==> src/rtl/alu_pkg.sv <==
// alu_pkg: opcode encodings and FSM state type shared by the multi-cycle ALU.
package alu_pkg;

    // Primary opcodes (func)
    localparam logic [3:0] FUNC_ADD  = 4'b0000;
    localparam logic [3:0] FUNC_SUB  = 4'b0001;
    localparam logic [3:0] FUNC_SLL  = 4'b0011;
    localparam logic [3:0] FUNC_SRL  = 4'b0100;
    localparam logic [3:0] FUNC_SPEC = 4'b0111;
    localparam logic [3:0] FUNC_BLT  = 4'b1010;
    localparam logic [3:0] FUNC_BE   = 4'b1011;

    // Sub-opcodes (spec_fun), only meaningful when func == FUNC_SPEC
    localparam logic [2:0] SPEC_INC  = 3'b000;
    localparam logic [2:0] SPEC_AND1 = 3'b001;
    localparam logic [2:0] SPEC_DEC  = 3'b011;

    typedef enum logic [1:0] {
        ST_IDLE  = 2'd0,
        ST_SHIFT = 2'd1,
        ST_HOLD  = 2'd2
    } state_e;

endpackage

==> src/rtl/alu_shifter.sv <==
// alu_shifter: iterative logical shifter, one bit position per cycle.
// The first shift is applied as the operand is loaded, so a shift by N
// finishes N cycles after load and the owner can latch data_o the cycle
// done_o is seen.
module alu_shifter #(
    parameter int WIDTH = 8,
    parameter int CNT_W = 4
) (
    input  logic             clock,
    input  logic             reset,
    input  logic             load_i,
    input  logic             dir_i,     // 0 = left, 1 = right
    input  logic [CNT_W-1:0] amount_i,  // 1 .. WIDTH-1
    input  logic [WIDTH-1:0] data_i,
    output logic             busy_o,
    output logic             done_o,
    output logic [WIDTH-1:0] data_o
);

    logic [WIDTH-1:0] data_q, data_d;
    logic [CNT_W-1:0] cnt_q, cnt_d;
    logic             dir_q, dir_d;
    logic             act_q, act_d;

    function automatic logic [WIDTH-1:0] step(input logic [WIDTH-1:0] v, input logic right);
        return right ? (v >> 1) : (v << 1);
    endfunction

    // Next-state: load applies the first shift, then one shift per cycle until the count drains
    always_comb begin
        data_d = data_q;
        cnt_d  = cnt_q;
        dir_d  = dir_q;
        act_d  = act_q;
        if (load_i) begin
            data_d = step(data_i, dir_i);
            cnt_d  = amount_i - CNT_W'(1);
            dir_d  = dir_i;
            act_d  = 1'b1;
        end else if (act_q) begin
            if (cnt_q != '0) begin
                data_d = step(data_q, dir_q);
                cnt_d  = cnt_q - CNT_W'(1);
            end else begin
                // done_o is high for exactly this one cycle
                act_d = 1'b0;
            end
        end
    end

    // State registers with synchronous reset
    always_ff @(posedge clock) begin
        if (reset) begin
            data_q <= '0;
            cnt_q  <= '0;
            dir_q  <= 1'b0;
            act_q  <= 1'b0;
        end else begin
            data_q <= data_d;
            cnt_q  <= cnt_d;
            dir_q  <= dir_d;
            act_q  <= act_d;
        end
    end

    assign busy_o = act_q && (cnt_q != '0);
    assign done_o = act_q && (cnt_q == '0);
    assign data_o = data_q;

endmodule

==> src/rtl/alu_mc.sv <==
// alu_mc: multi-cycle ALU with valid/ready handshakes on request and result.
// Single-cycle ops are computed at acceptance and registered; shifts by
// 1..WIDTH-1 iterate in alu_shifter. All outputs come straight from flops.
// Build option: define ALU_MC_SUB_EN to enable func 0001 (reg1 - reg2).
module alu_mc
    import alu_pkg::*;
#(
    parameter int WIDTH = 8,
    parameter int CNT_W = $clog2(WIDTH + 1)
) (
    input  logic             clock,
    input  logic             reset,
    input  logic             in_valid,
    output logic             in_ready,
    input  logic [WIDTH-1:0] reg1,
    input  logic [WIDTH-1:0] reg2,
    input  logic [3:0]       func,
    input  logic [2:0]       spec_fun,
    output logic             out_valid,
    input  logic             out_ready,
    output logic [WIDTH-1:0] res,
    output logic             br_out,
    output logic             err
);

    localparam logic [WIDTH-1:0] W_LIM = WIDTH'(WIDTH);
    localparam logic [WIDTH-1:0] ONE   = WIDTH'(1);

    state_e           state_q, state_d;
    logic             in_ready_q, in_ready_d;
    logic             out_valid_q, out_valid_d;
    logic [WIDTH-1:0] res_q, res_d;
    logic             br_q, br_d;
    logic             err_q, err_d;

    logic             accept;
    logic [WIDTH-1:0] op_res;
    logic             op_br, op_err, op_iter, op_dir;

    logic             shf_load, shf_busy, shf_done;
    logic [WIDTH-1:0] shf_data;

    assign accept = in_valid && in_ready_q;

    // Decode request: single-cycle result, or flag that the shifter must iterate
    always_comb begin
        op_res  = '0;
        op_br   = 1'b0;
        op_err  = 1'b0;
        op_iter = 1'b0;
        op_dir  = 1'b0;
        case (func)
            FUNC_ADD: op_res = reg1 + reg2;
`ifdef ALU_MC_SUB_EN
            FUNC_SUB: op_res = reg1 - reg2;
`endif
            FUNC_SLL, FUNC_SRL: begin
                op_dir = (func == FUNC_SRL);
                // Degenerate amounts resolve immediately without the shifter
                if (reg2 == '0)         op_res  = reg1;
                else if (reg2 >= W_LIM) op_res  = '0;
                else                    op_iter = 1'b1;
            end
            FUNC_BLT: op_br = (reg1 < reg2);
            FUNC_BE:  op_br = (reg1 == reg2);
            FUNC_SPEC: begin
                case (spec_fun)
                    SPEC_INC:  op_res = reg1 + ONE;
                    SPEC_AND1: op_res = reg1 & ONE;
                    SPEC_DEC:  op_res = reg1 - ONE;
                    default:   op_err = 1'b1;
                endcase
            end
            default: op_err = 1'b1;
        endcase
    end

    // FSM next-state, shifter launch and output register next values
    always_comb begin
        state_d  = state_q;
        res_d    = res_q;
        br_d     = br_q;
        err_d    = err_q;
        shf_load = 1'b0;
        case (state_q)
            ST_IDLE: begin
                if (accept) begin
                    if (op_iter) begin
                        state_d  = ST_SHIFT;
                        shf_load = 1'b1;
                    end else begin
                        state_d = ST_HOLD;
                        res_d   = op_res;
                        br_d    = op_br;
                        err_d   = op_err;
                    end
                end
            end
            ST_SHIFT: begin
                if (shf_done) begin
                    state_d = ST_HOLD;
                    res_d   = shf_data;
                    br_d    = 1'b0;
                    err_d   = 1'b0;
                end else if (!shf_busy) begin
                    // Shifter idle without finishing: drop the op rather than hang
                    state_d = ST_IDLE;
                end
            end
            ST_HOLD: begin
                if (out_ready) state_d = ST_IDLE;
            end
            default: state_d = ST_IDLE;
        endcase
        in_ready_d  = (state_d == ST_IDLE);
        out_valid_d = (state_d == ST_HOLD);
    end

    // State and output registers; reset wins over any handshake
    always_ff @(posedge clock) begin
        if (reset) begin
            state_q     <= ST_IDLE;
            in_ready_q  <= 1'b1;
            out_valid_q <= 1'b0;
            res_q       <= '0;
            br_q        <= 1'b0;
            err_q       <= 1'b0;
        end else begin
            state_q     <= state_d;
            in_ready_q  <= in_ready_d;
            out_valid_q <= out_valid_d;
            res_q       <= res_d;
            br_q        <= br_d;
            err_q       <= err_d;
        end
    end

    alu_shifter #(
        .WIDTH (WIDTH),
        .CNT_W (CNT_W)
    ) u_shifter (
        .clock    (clock),
        .reset    (reset),
        .load_i   (shf_load),
        .dir_i    (op_dir),
        .amount_i (reg2[CNT_W-1:0]),
        .data_i   (reg1),
        .busy_o   (shf_busy),
        .done_o   (shf_done),
        .data_o   (shf_data)
    );

    assign in_ready  = in_ready_q;
    assign out_valid = out_valid_q;
    assign res       = res_q;
    assign br_out    = br_q;
    assign err       = err_q;

endmodule

==> config.mk <==
export PLATFORM = sky130hd
export DESIGN_NAME = alu_mc
export DESIGN_NICKNAME = d
export VERILOG_FILES = /design/src/rtl/alu_pkg.sv /design/src/rtl/alu_shifter.sv /design/src/rtl/alu_mc.sv
export SDC_FILE = /design/constraint.sdc
export NUM_CORES = 1
export LEC_CHECK = 0
export CORE_MARGIN = 2
export CORE_UTILIZATION = 45
export CTS_BUF_LIST = sky130_fd_sc_hd__clkbuf_8 sky130_fd_sc_hd__clkbuf_16
export DETAILED_ROUTE_END_ITERATION = 12
export GPL_TIMING_DRIVEN = 0
export PLACE_DENSITY = 0.74
export SLEW_MARGIN = 40
export SYNTH_ARGS = -nofsm -noshare
export SYNTH_HDL_FRONTEND = slang
export SYNTH_SLANG_ARGS = --single-unit
==> constraint.sdc <==
create_clock -name clock -period 3.9 [get_ports clock]
set_input_delay 0.585 -clock clock [delete_from_list [all_inputs] [get_ports clock]]
set_output_delay 0.585 -clock clock [all_outputs]
set_load 0.02 [all_outputs]
==> insert_results.sql, run 1 <==
INSERT INTO impl_metrics (metric_group, metric, value, unit) VALUES
('timing', 'worstMarginPinSlew', '692', 'ps'),
('worst_setup_path', 'crit-reg2reg-capture', 'u_shifter.cnt_q[2]', ''),
('timing', 'fmax', '296', 'MHz'),
('finish', 'antennaDiodeCount', '0', ''),
('die', 'row_count', '26', ''),
('worst_setup_path', 'startpoint_type_of_the_worst_setup_path', 'input pin', ''),
('die', 'die_h', '77.4', 'um'),
('clocking', 'cts_hold_buf', '0', ''),
('power', 'leakagePower', '0.00100', 'uW'),
('worst_setup_path', 'path_depth', '10', ''),
('power', 'switching_share', '31.2', '%'),
('clocking', 'cts_repair_resize_count', '0', ''),
('synth', 'synth_top_cell_area_share', '23.1', '%'),
('route', 'drtPass1Iterations', '4', ''),
('die', 'die_area', '0.00599', 'sq mm'),
('synth', 'synthDominantAreaCellType', 'dfxtp_1', ''),
('route', 'remaining_routing_drc_violations', '0', ''),
('die', 'boundaryPins', '39', ''),
('finish', 'post_route_cells_drive_above_1_share', '4.80', '%'),
('grt', 'vias_in_the_first_global_route', '2223', ''),
('synth', 'netlist_instances', '315', ''),
('finish', 'commonest_cells_after_routing_fill_and_taps_aside', '36 x clkdlybuf4s50_1, 31 x a21oi_1, 28 x dfxtp_1', ''),
('grt', 'overflow', '0', ''),
('run', 'drv_cap', '0', ''),
('clocking', 'cts_made_buffers', '3', ''),
('route', 'drt.antenna.violating_nets', '0', ''),
('grt', 'global_route_wire_length_before_repair', '11.0', 'mm'),
('timing', 'worst_slew_margin_rel', '53.5', '%'),
('route', 'avgRoutedWirePerCell', '15.6', 'um'),
('synth', 'synth-edff-count', '0', ''),
('worst_setup_path', 'cpMostUsedCell', 'nor4_1', ''),
('finish', 'multi_input_area', '0.00169', 'sq mm'),
('power', 'vdd.ir_drop.worst', '0.000122', 'V'),
('die', 'floorplan.core_area', '0.00514', 'sq mm'),
('place', 'final_wtd_congestion', '0.900', ''),
('worst_setup_path', 'r2r_slack', '1620', 'ps'),
('die', 'floorplan.initialDensity', '47.2', '%'),
('outcome', 'status', 'finished clean', ''),
('worst_setup_path', 'cp-end-kind', 'flop', ''),
('grt', 'antenna_found_initial', '0', ''),
('synth', 'synth_cell_type_count', '55', ''),
('power', 'share_comb_of_total_power', '30.2', '%'),
('worst_setup_path', 'reg2reg_from', 'state_q[1]', ''),
('power', 'p_sw', '202', 'uW'),
('synth', 'yosys_warnings', '0', ''),
('finish', 'nNetsFinal', '401', ''),
('clocking', 'cts_setup_buffers', '0', ''),
('route', 'vias', '2515', ''),
('timing', 'setup_repair_after_global_routing_missed_its_margin', 'no', ''),
('clocking', 'cts_htree_levels', '1', ''),
('place', 'place_ws', '262', 'ps'),
('route', 'drt_first_iter_violations', '244', ''),
('timing', 'worst_slack', '518', 'ps'),
('worst_setup_path', 'worst-path-max-fanout', '10', ''),
('grt', 'grt_max_degree', '15', ''),
('worst_setup_path', 'critical_path_buf_inv_count', '2', ''),
('clocking', 'max-clock-path-buffers', '2', ''),
('worst_setup_path', 'worst-endpoint-required', '4090', 'ps'),
('worst_setup_path', 'worstPathArrival', '3580', 'ps'),
('power', 'power.density_cell_area', '222', 'mW/mm^2'),
('synth', 'syn_area_per_cell', '7.70', 'sq um'),
('clocking', 'numClockSinks', '28', ''),
('power', 'p_seq_share', '45.5', '%'),
('worst_setup_path', 'timing.setup.critical_path_class', 'in -> reg', ''),
('worst_setup_path', 'startpoint', 'reg2[5]', ''),
('timing', 'timing.final.hold_violations', '0', ''),
('place', 'placement.io_buffers', '36', ''),
('clocking', 'tritoncts', 'built', ''),
('synth', 'synth.area.top_cells', 'dfxtp_1 23%, ha_1 8.8%, a211oi_1 6.8%, a21oi_1 6.4%, mux2i_1 5.8%', ''),
('synth', 'syn_area', '0.00242', 'sq mm'),
('worst_setup_path', 'timing.critical_path.cells', 'clkdlybuf4s50_1, nor4_1, o2111ai_1, nor4_1, clkbuf_1, mux2i_1, ha_1, nand2_1, xor2_1, a211oi_1', '');
==> how the worst min path moves through the flow <==
| stage | start | to | slack [ps] | cells after the start |
|---|---|---|---|---|
| after global routing | res[6] | res[6] | 490 | 2 |
| after CTS | res[6] | res[6] | 480 | 2 |
| after detailed placement | res[6] | res[6] | 460 | 2 |
| after floorplan | u_shifter.cnt_q[3] | u_shifter.cnt_q[3] | 480 | 1 |
| after global placement | res[6] | res[6] | 460 | 2 |
| final | res[6] | res[6] | 470 | 2 |
==> layer usage <==
metal,track usage (%),up-vias,wire length [um],part of all wire (%)
li1,-,1253,-,-
met1,30.7,1182,3050,46
met2,37.7,70,3110,47
met3,1.98,10,344,5.2
met4,7.14,0,124,1.9
met5,0,-,0,0
==> logic make-up after synthesis <==
group,after synthesis,synth area share [%]
and+or+nand+nor,109,24.4
AOI/OAI and AO/OA,95,26.3
buffers and inverters,41,7.22
DFF,28,23.1
adders and majority gates,18,9.60
muxes,14,5.78
xor gates and xnor gates,10,3.61
==> flip-flops by register name, summed over array words and instances (netlist names) <==
signal and count:
u_shifter.dir_q 1, u_shifter.act_q 1, u_shifter.cnt_q 4, br_out 1
state_q 2, res 8, in_ready 1, u_shifter.data_o 8
err 1, out_valid 1
==> worst min-delay path, delay by kind of cell, from the launching register on <==
kind	cells	cell delay, ps
compound gates	1	50
simple gates	1	70
flops	1	320
==> synth_stat cells (2+ instances only) <==
cell type / count
a211oi_1: 22
a21oi_1: 31
a221o_1: 2
a222oi_1: 2
a31o_2: 2
a31oi_1: 5
and3_1: 2
and3b_1: 2
buf_2: 4
buf_6: 2
clkbuf_1: 13
dfxtp_1: 28
ha_1: 17
inv_1: 20
mux2i_1: 14
nand2_1: 20
nand2b_1: 2
nand3_1: 5
nand3b_1: 3
nand4_1: 7
nand4b_1: 2
nor2_1: 25
nor2b_1: 5
nor3_1: 11
nor3b_1: 2
nor4_1: 4
nor4b_1: 2
o2111a_1: 2
o21a_1: 3
o21ai_0: 8
o21bai_1: 2
o22ai_1: 2
o311a_1: 2
o31ai_1: 3
or3_1: 10
or4_1: 2
xnor2_1: 5
xor2_1: 5
==> layout make-up <==
class,count,share of cell area (%)
multi-input cells,246,58.0
clock buffers,3,1.42
inverters,20,2.58
flip-flops and latches,28,19.2
plain buffers,21,3.43
well taps,70,3.01
repair buffers,36,12.4
==> power by group through the flow <==
stage | logic [uW] | registers, uW | clock network, uW
final | 196 | 295 | 157
after global routing | 214 | 296 | 165
after CTS | 195 | 295 | 155
after detailed placement | 194 | 302 | 0
after global placement | 192 | 302 | 0
after floorplan | 108 | 307 | 0
==> through the flow <==
step	cell area, sq um	power, uW	instances	util, %
3_3_place_gp	2870	493	421	55.9
6_report	2910	648	424	56.7
5_1_grt	2910	675	424	56.7
3_5_place_dp	2870	495	421	55.9
2_1_floorplan	2420	416	315	-
4_1_cts	2910	645	424	56.7
(Power assumes the default switching activity.)
==> inputs of run 2 (changes only) <==
--- a/config.mk
+++ b/config.mk
@@ -9,8 +9,9 @@
 export CORE_UTILIZATION = 45
 export CTS_BUF_LIST = sky130_fd_sc_hd__clkbuf_8 sky130_fd_sc_hd__clkbuf_16
 export DETAILED_ROUTE_END_ITERATION = 12
+export DONT_BUFFER_PORTS = 1
 export GPL_TIMING_DRIVEN = 0
-export PLACE_DENSITY = 0.74
+export PLACE_DENSITY_LB_ADDON = 0.25
 export SLEW_MARGIN = 40
 export SYNTH_ARGS = -nofsm -noshare
 export SYNTH_HDL_FRONTEND = slang
==> insert_results.sql, run 2 (synthesis results as in run 1) <==
INSERT INTO impl_metrics (metric_group, metric, value, unit) VALUES
('timing', 'worst_slew_margin_rel', '54.0', '%'),
('timing', 'setup_repair_after_global_routing_missed_its_margin', 'no', ''),
('finish', 'nNetsFinal', '365', ''),
('power', 'total_power', '602', 'uW'),
('worst_setup_path', 'worst-path-max-fanout', '10', ''),
('worst_hold_path', 'timing.hold.worst_endpoint', 'u_shifter.cnt_q[0]', ''),
('clocking', 'clkSlewWorstSetupHoldPaths', '90', 'ps'),
('die', 'die_x', '77.4', 'um'),
('worst_setup_path', 'timing.setup.critical_path_class', 'in -> reg', ''),
('worst_setup_path', 'cpMostUsedCell', 'nor4_1', ''),
('worst_setup_path', 'critical-path-slowest-cell', 'nor4_1', ''),
('finish', 'layout.cells.most_common', 'a21oi_1', ''),
('timing', 'fin_worst_skew', '4.36', 'ps'),
('worst_setup_path', 'worst-endpoint-required', '4090', 'ps'),
('route', 'vias', '2372', ''),
('finish', 'commonest_cells_after_routing_fill_and_taps_aside', '31 x a21oi_1, 28 x dfxtp_1, 25 x nor2_1', ''),
('grt', 'global_route_wire_length_before_repair', '11.2', 'mm'),
('route', 'route.final.wire_length', '6.71', 'mm'),
('run', 'drv_cap', '0', ''),
('power', 'power.density_cell_area', '236', 'mW/mm^2'),
('timing', 'totalNegativeSetupSlack', '0', 'ps'),
('die', 'die_area', '0.00599', 'sq mm'),
('worst_setup_path', 'timing.critical_path.cells', 'nor4_1, o2111ai_1, nor4_1, clkbuf_1, mux2i_1, ha_1, nand2_1, xor2_1, a211oi_1', ''),
('die', 'floorplan.core_area', '0.00514', 'sq mm'),
('power', 'vdd.ir_drop.worst', '0.000106', 'V'),
('clocking', 'cts_repair_resize_count', '0', ''),
('route', 'drtPass1Iterations', '6', ''),
('clocking', 'numClockSinks', '28', ''),
('worst_setup_path', 'r2r_slack', '1440', 'ps'),
('clocking', 'cts_hold_buf', '0', ''),
('worst_setup_path', 'r2r.worst_path.cells', '8', ''),
('worst_setup_path', 'cp-end-kind', 'flop', ''),
('die', 'row_count', '26', ''),
('worst_hold_path', 'min-delay-start', 'reg2[0]', ''),
('timing', 'slew_violations', '0', ''),
('outcome', 'status', 'finished clean', ''),
('clocking', 'worstSkewPairLatency', '270', 'ps'),
('die', 'die_h', '77.4', 'um'),
('timing', 'finalCritPeriodShare', '77.1', '%'),
('grt', 'overflow', '0', ''),
('power', 'leakagePower', '0.000865', 'uW'),
('place', 'place.detailed.hpwl', '5.32', 'mm'),
('route', 'drt.antenna.violating_nets', '0', ''),
('finish', 'antennaDiodeCount', '0', ''),
('die', 'floorplan.initialDensity', '47.2', '%'),
('worst_setup_path', 'reg2reg_from', 'in_ready', ''),
('route', 'via_cell_ratio', '6.11', ''),
('timing', 'setup_viol_count_final', '0', ''),
('worst_setup_path', 'critical_path.max_stage_delay', '490', 'ps'),
('grt', 'vias_in_the_first_global_route', '2246', ''),
('finish', 'syn_to_final_growth', '5.31', '%'),
('clocking', 'cts_made_buffers', '3', ''),
('grt', 'antenna_found_initial', '0', ''),
('worst_setup_path', 'worstPathArrival', '3200', 'ps'),
('timing', 'timing.final.hold_violations', '0', ''),
('worst_setup_path', 'crit-reg2reg-capture', 'u_shifter.cnt_q[2]', ''),
('worst_hold_path', 'worstHoldPathType', 'in -> reg', ''),
('finish', 'post_route_cells_drive_above_1_share', '5.35', '%'),
('clocking', 'cts_htree_levels', '1', ''),
('die', 'boundaryPins', '39', ''),
('route', 'drt_first_iter_violations', '196', ''),
('clocking', 'max-clock-path-buffers', '2', ''),
('clocking', 'cts_setup_buffers', '0', ''),
('timing', 'fmax', '332', 'MHz'),
('grt', 'grt_max_degree', '15', ''),
('place', 'placement.io_buffers', '0', ''),
('worst_hold_path', 'hold-path-cell-count', '1', ''),
('clocking', 'root_buffer', 'clkbuf_8', ''),
('place', 'final_wtd_congestion', '0.915', ''),
('grt', 'groute.usage.overall', '23.2', '%'),
('clocking', 'tritoncts', 'built', ''),
('timing', 'worstMarginPinSlew', '684', 'ps'),
('timing', 'period_needed', '3010', 'ps'),
('route', 'avgRoutedWirePerCell', '17.3', 'um'),
('worst_setup_path', 'startpoint_type_of_the_worst_setup_path', 'input pin', ''),
('route', 'remaining_routing_drc_violations', '0', '');
run 2: cell types whose count changed in the layout (fill, tap and decap cells not counted), sizes merged:
cell           change
clkdlybuf4s50     -36
run 2: metal layers:
layer  GRT usage (%)  routed length [um]  vias to the layer above
met4            7.50                  81                        0
met2            38.7                3210                       65
li1                -                   -                     1187
met1            31.0                3010                     1113
met5               0                   0                        -
met3            3.37                 401                        7
run 2: critical path: cells and delay by family:
kind	cells	cell delay (ps)
simple gates	3	1020
compound gates	2	570
buf+inv	1	440
mux	1	250
fa+ha+maj	1	200
xor+xnor	1	140
run 2: how the worst max path moves through the flow:
stage	start	endpoint	slack (ps)	cells after the start
after detailed placement	reg2[7]	u_shifter.cnt_q[2]	610	9
final	reg2[7]	u_shifter.cnt_q[2]	890	9
after global routing	reg2[7]	u_shifter.cnt_q[2]	710	9
after CTS	reg2[7]	u_shifter.cnt_q[2]	890	9
after floorplan	reg2[7]	u_shifter.cnt_q[2]	1310	9
after global placement	reg2[7]	u_shifter.cnt_q[2]	640	9
run 2: power breakdown:
part | switching [uW] | internal, uW | leakage [uW] | total [uW]
sequential | 10.4 | 292 | 0.000227 | 302
clock | 88.2 | 69.5 | 0.0000216 | 158
combinational | 85.4 | 56.7 | 0.000617 | 142
run 2: layout make-up:
type                    count  area [sq um]
multi-input cells         246          1690
plain buffers              21           100
fillers                   545          2590
flip-flops and latches     28           561
well taps                  70          87.6
clock buffers               3          41.3
inverters                  20          75.1
run 2: stage by stage:
stage | util [%] | cell area (sq um) | std cells | setup slack [ps] | hold WS [ps]
floorplan | - | 2420 | 315 | 1310 | 477
global placement | 48.9 | 2510 | 385 | 644 | 492
detailed placement | 48.9 | 2510 | 385 | 610 | 515
CTS | 49.7 | 2550 | 388 | 889 | 391
global route | 49.7 | 2550 | 388 | 712 | 404
finish | 49.7 | 2550 | 388 | 891 | 393
==> inputs of run 3 (changes only) <==
==> constraint.sdc (replaced) <==
create_clock -name clock -period 2.6 [get_ports clock]
set_input_delay 0.39 -clock clock [delete_from_list [all_inputs] [get_ports clock]]
set_output_delay 0.39 -clock clock [all_outputs]
set_load 0.02 [all_outputs]
==> insert_results.sql, run 3 (synthesis results as in run 1) <==
INSERT INTO impl_metrics (metric_group, metric, value, unit) VALUES
('finish', 'nNetsFinal', '365', ''),
('die', 'floorplan.initialDensity', '47.2', '%'),
('route', 'drt_first_iter_violations', '195', ''),
('place', 'place_ws', '-496', 'ps'),
('timing', 'finalCritPeriodShare', '93.8', '%'),
('clocking', 'tritoncts', 'built', ''),
('route', 'vias', '2375', ''),
('power', 'leakagePower', '0.000872', 'uW'),
('worst_setup_path', 'worst-endpoint-required', '2790', 'ps'),
('timing', 'fmax', '410', 'MHz'),
('worst_setup_path', 'worst-path-max-fanout', '9', ''),
('outcome', 'status', 'finished clean', ''),
('clocking', 'cts_setup_buffers', '0', ''),
('grt', 'groute.usage.overall', '23.3', '%'),
('power', 'vdd.ir_drop.worst', '0.000159', 'V'),
('timing', 'slew_violations', '0', ''),
('timing', 'worst_slack', '161', 'ps'),
('grt', 'grt.met3_usage', '3.37', '%'),
('grt', 'grt_max_degree', '15', ''),
('clocking', 'clkSlewWorstSetupHoldPaths', '90', 'ps'),
('worst_setup_path', 'timing.setup.critical_path_class', 'in -> reg', ''),
('clocking', 'max-clock-path-buffers', '2', ''),
('die', 'boundaryPins', '39', ''),
('route', 'route.final.wire_length', '6.76', 'mm'),
('worst_setup_path', 'startpoint_type_of_the_worst_setup_path', 'input pin', ''),
('run', 'drv_cap', '0', ''),
('clocking', 'numClockSinks', '28', ''),
('finish', 'fill_cells', '545', ''),
('timing', 'worst_slew_margin_rel', '55.4', '%'),
('die', 'die_area', '0.00599', 'sq mm'),
('worst_hold_path', 'worstHoldPathType', 'in -> reg', ''),
('timing', 'worstMarginPinSlew', '664', 'ps'),
('timing', 'timing.final.hold_violations', '0', ''),
('die', 'row_count', '26', ''),
('finish', 'post_route_cells_drive_above_1_share', '6.92', '%'),
('timing', 'fin_worst_skew', '4.31', 'ps'),
('route', 'via_cell_ratio', '6.12', ''),
('grt', 'overflow', '0', ''),
('power', 'power.density_cell_area', '350', 'mW/mm^2'),
('finish', 'syn_to_final_growth', '6.35', '%'),
('clocking', 'cts_made_buffers', '3', ''),
('die', 'floorplan.core_area', '0.00514', 'sq mm'),
('die', 'die_x', '77.4', 'um'),
('finish', 'finalInstanceArea', '0.00258', 'sq mm'),
('place', 'placement.io_buffers', '0', ''),
('finish', 'commonest_cells_after_routing_fill_and_taps_aside', '31 x a21oi_1, 28 x dfxtp_1, 25 x nor2_1', ''),
('place', 'post_dp_cell_area', '0.00251', 'sq mm'),
('grt', 'globalRouteMet1Util', '31.2', '%'),
('grt', 'use_met2', '38.6', '%'),
('finish', 'antennaDiodeCount', '0', ''),
('route', 'drt.antenna.violating_nets', '0', ''),
('grt', 'antenna_found_initial', '0', ''),
('grt', 'global_route_wire_length_before_repair', '11.3', 'mm'),
('worst_setup_path', 'cp-end-kind', 'flop', ''),
('grt', 'vias_in_the_first_global_route', '2262', ''),
('clocking', 'root_buffer', 'clkbuf_8', ''),
('grt', 'grt_most_used_layer', 'met2', ''),
('finish', 'layout.cells.most_common', 'a21oi_1', ''),
('place', 'final_wtd_congestion', '0.915', ''),
('timing', 'setup_viol_count_final', '0', ''),
('place', 'place.detailed.hpwl', '5.32', 'mm'),
('route', 'drtPass1Iterations', '4', ''),
('clocking', 'cts_htree_levels', '1', ''),
('route', 'remaining_routing_drc_violations', '0', ''),
('route', 'avgRoutedWirePerCell', '17.4', 'um'),
('timing', 'period_needed', '2440', 'ps'),
('die', 'die_h', '77.4', 'um'),
('worst_setup_path', 'worstPathArrival', '2630', 'ps'),
('clocking', 'worstSkewPairLatency', '270', 'ps');
-- run 3: cell count changes in the layout (fill, tap and decap cells not counted) --
cell       previous run  this run
nor3b_2               0         1
nor4_1                4         2
clkbuf_1             13        12
nor3b_1               2         1
o2111ai_2             0         1
nor4_2                1         3
o2111ai_1             1         0
clkbuf_2              1         2
-- run 3: layer usage --
metal | part of all wire, % | wire length, um
met1 | 45 | 3020
met2 | 48 | 3250
met3 | 5.8 | 393
met4 | 1.6 | 105
met5 | 0 | 0
-- run 3: path summary, 6_finish.rpt --
check	from	endpoint	slack, ps	cells after the start
min reg2reg	u_shifter.cnt_q[3]	u_shifter.cnt_q[3]	530	1
min	reg2[0]	u_shifter.cnt_q[0]	200	1
max reg2reg	in_ready	u_shifter.cnt_q[2]	360	8
max	reg2[7]	u_shifter.cnt_q[2]	160	9
-- run 3: critical path, stage by stage --
cell,delay (ps)
nor4_2,430
o2111ai_2,290
or4_1,450
clkbuf_1,230
a21oi_1,210
ha_1,200
nand2_1,70
xor2_1,140
a211oi_1,230
-- run 3: layout make-up --
cell class	instances	area (sq um)	share of cell area (%)
Clock buffer	3	41.3	1.60
Tap cell	70	87.6	3.40
Multi-Input combinational cell	246	1710	66.4
Sequential cell	28	561	21.7
Buffer	21	101	3.93
Inverter	20	75.1	2.91
-- run 3: stage by stage --
| stage | power (uW) | util [%] | TNS (ps) | std cells | hold WS (ps) |
|---|---|---|---|---|---|
| 5_1_grt | 949 | 50.2 | -17.2 | 388 | 209 |
| 6_report | 903 | 50.2 | 0 | 388 | 198 |
| 2_1_floorplan | 624 | - | 0 | 315 | 477 |
| 4_1_cts | 907 | 49.8 | 0 | 388 | 196 |
| 3_5_place_dp | 674 | 48.9 | -820 | 385 | 494 |
| 3_3_place_gp | 671 | 48.9 | -765 | 385 | 492 |
-- run 3: what timing repair did --
item                       CTS  global route
gates resized for setup      2             3
hold buffers                 0             0
pin swaps                    0             0
setup endpoints to repair    2             2
-- run 3: power by group --
part / switching (uW) / leakage, uW / internal, uW / total (uW)
Clock: 131 / 0.0000216 / 104 / 235
Combinational: 129 / 0.000623 / 85.6 / 215
Sequential: 15.9 / 0.000227 / 437 / 453
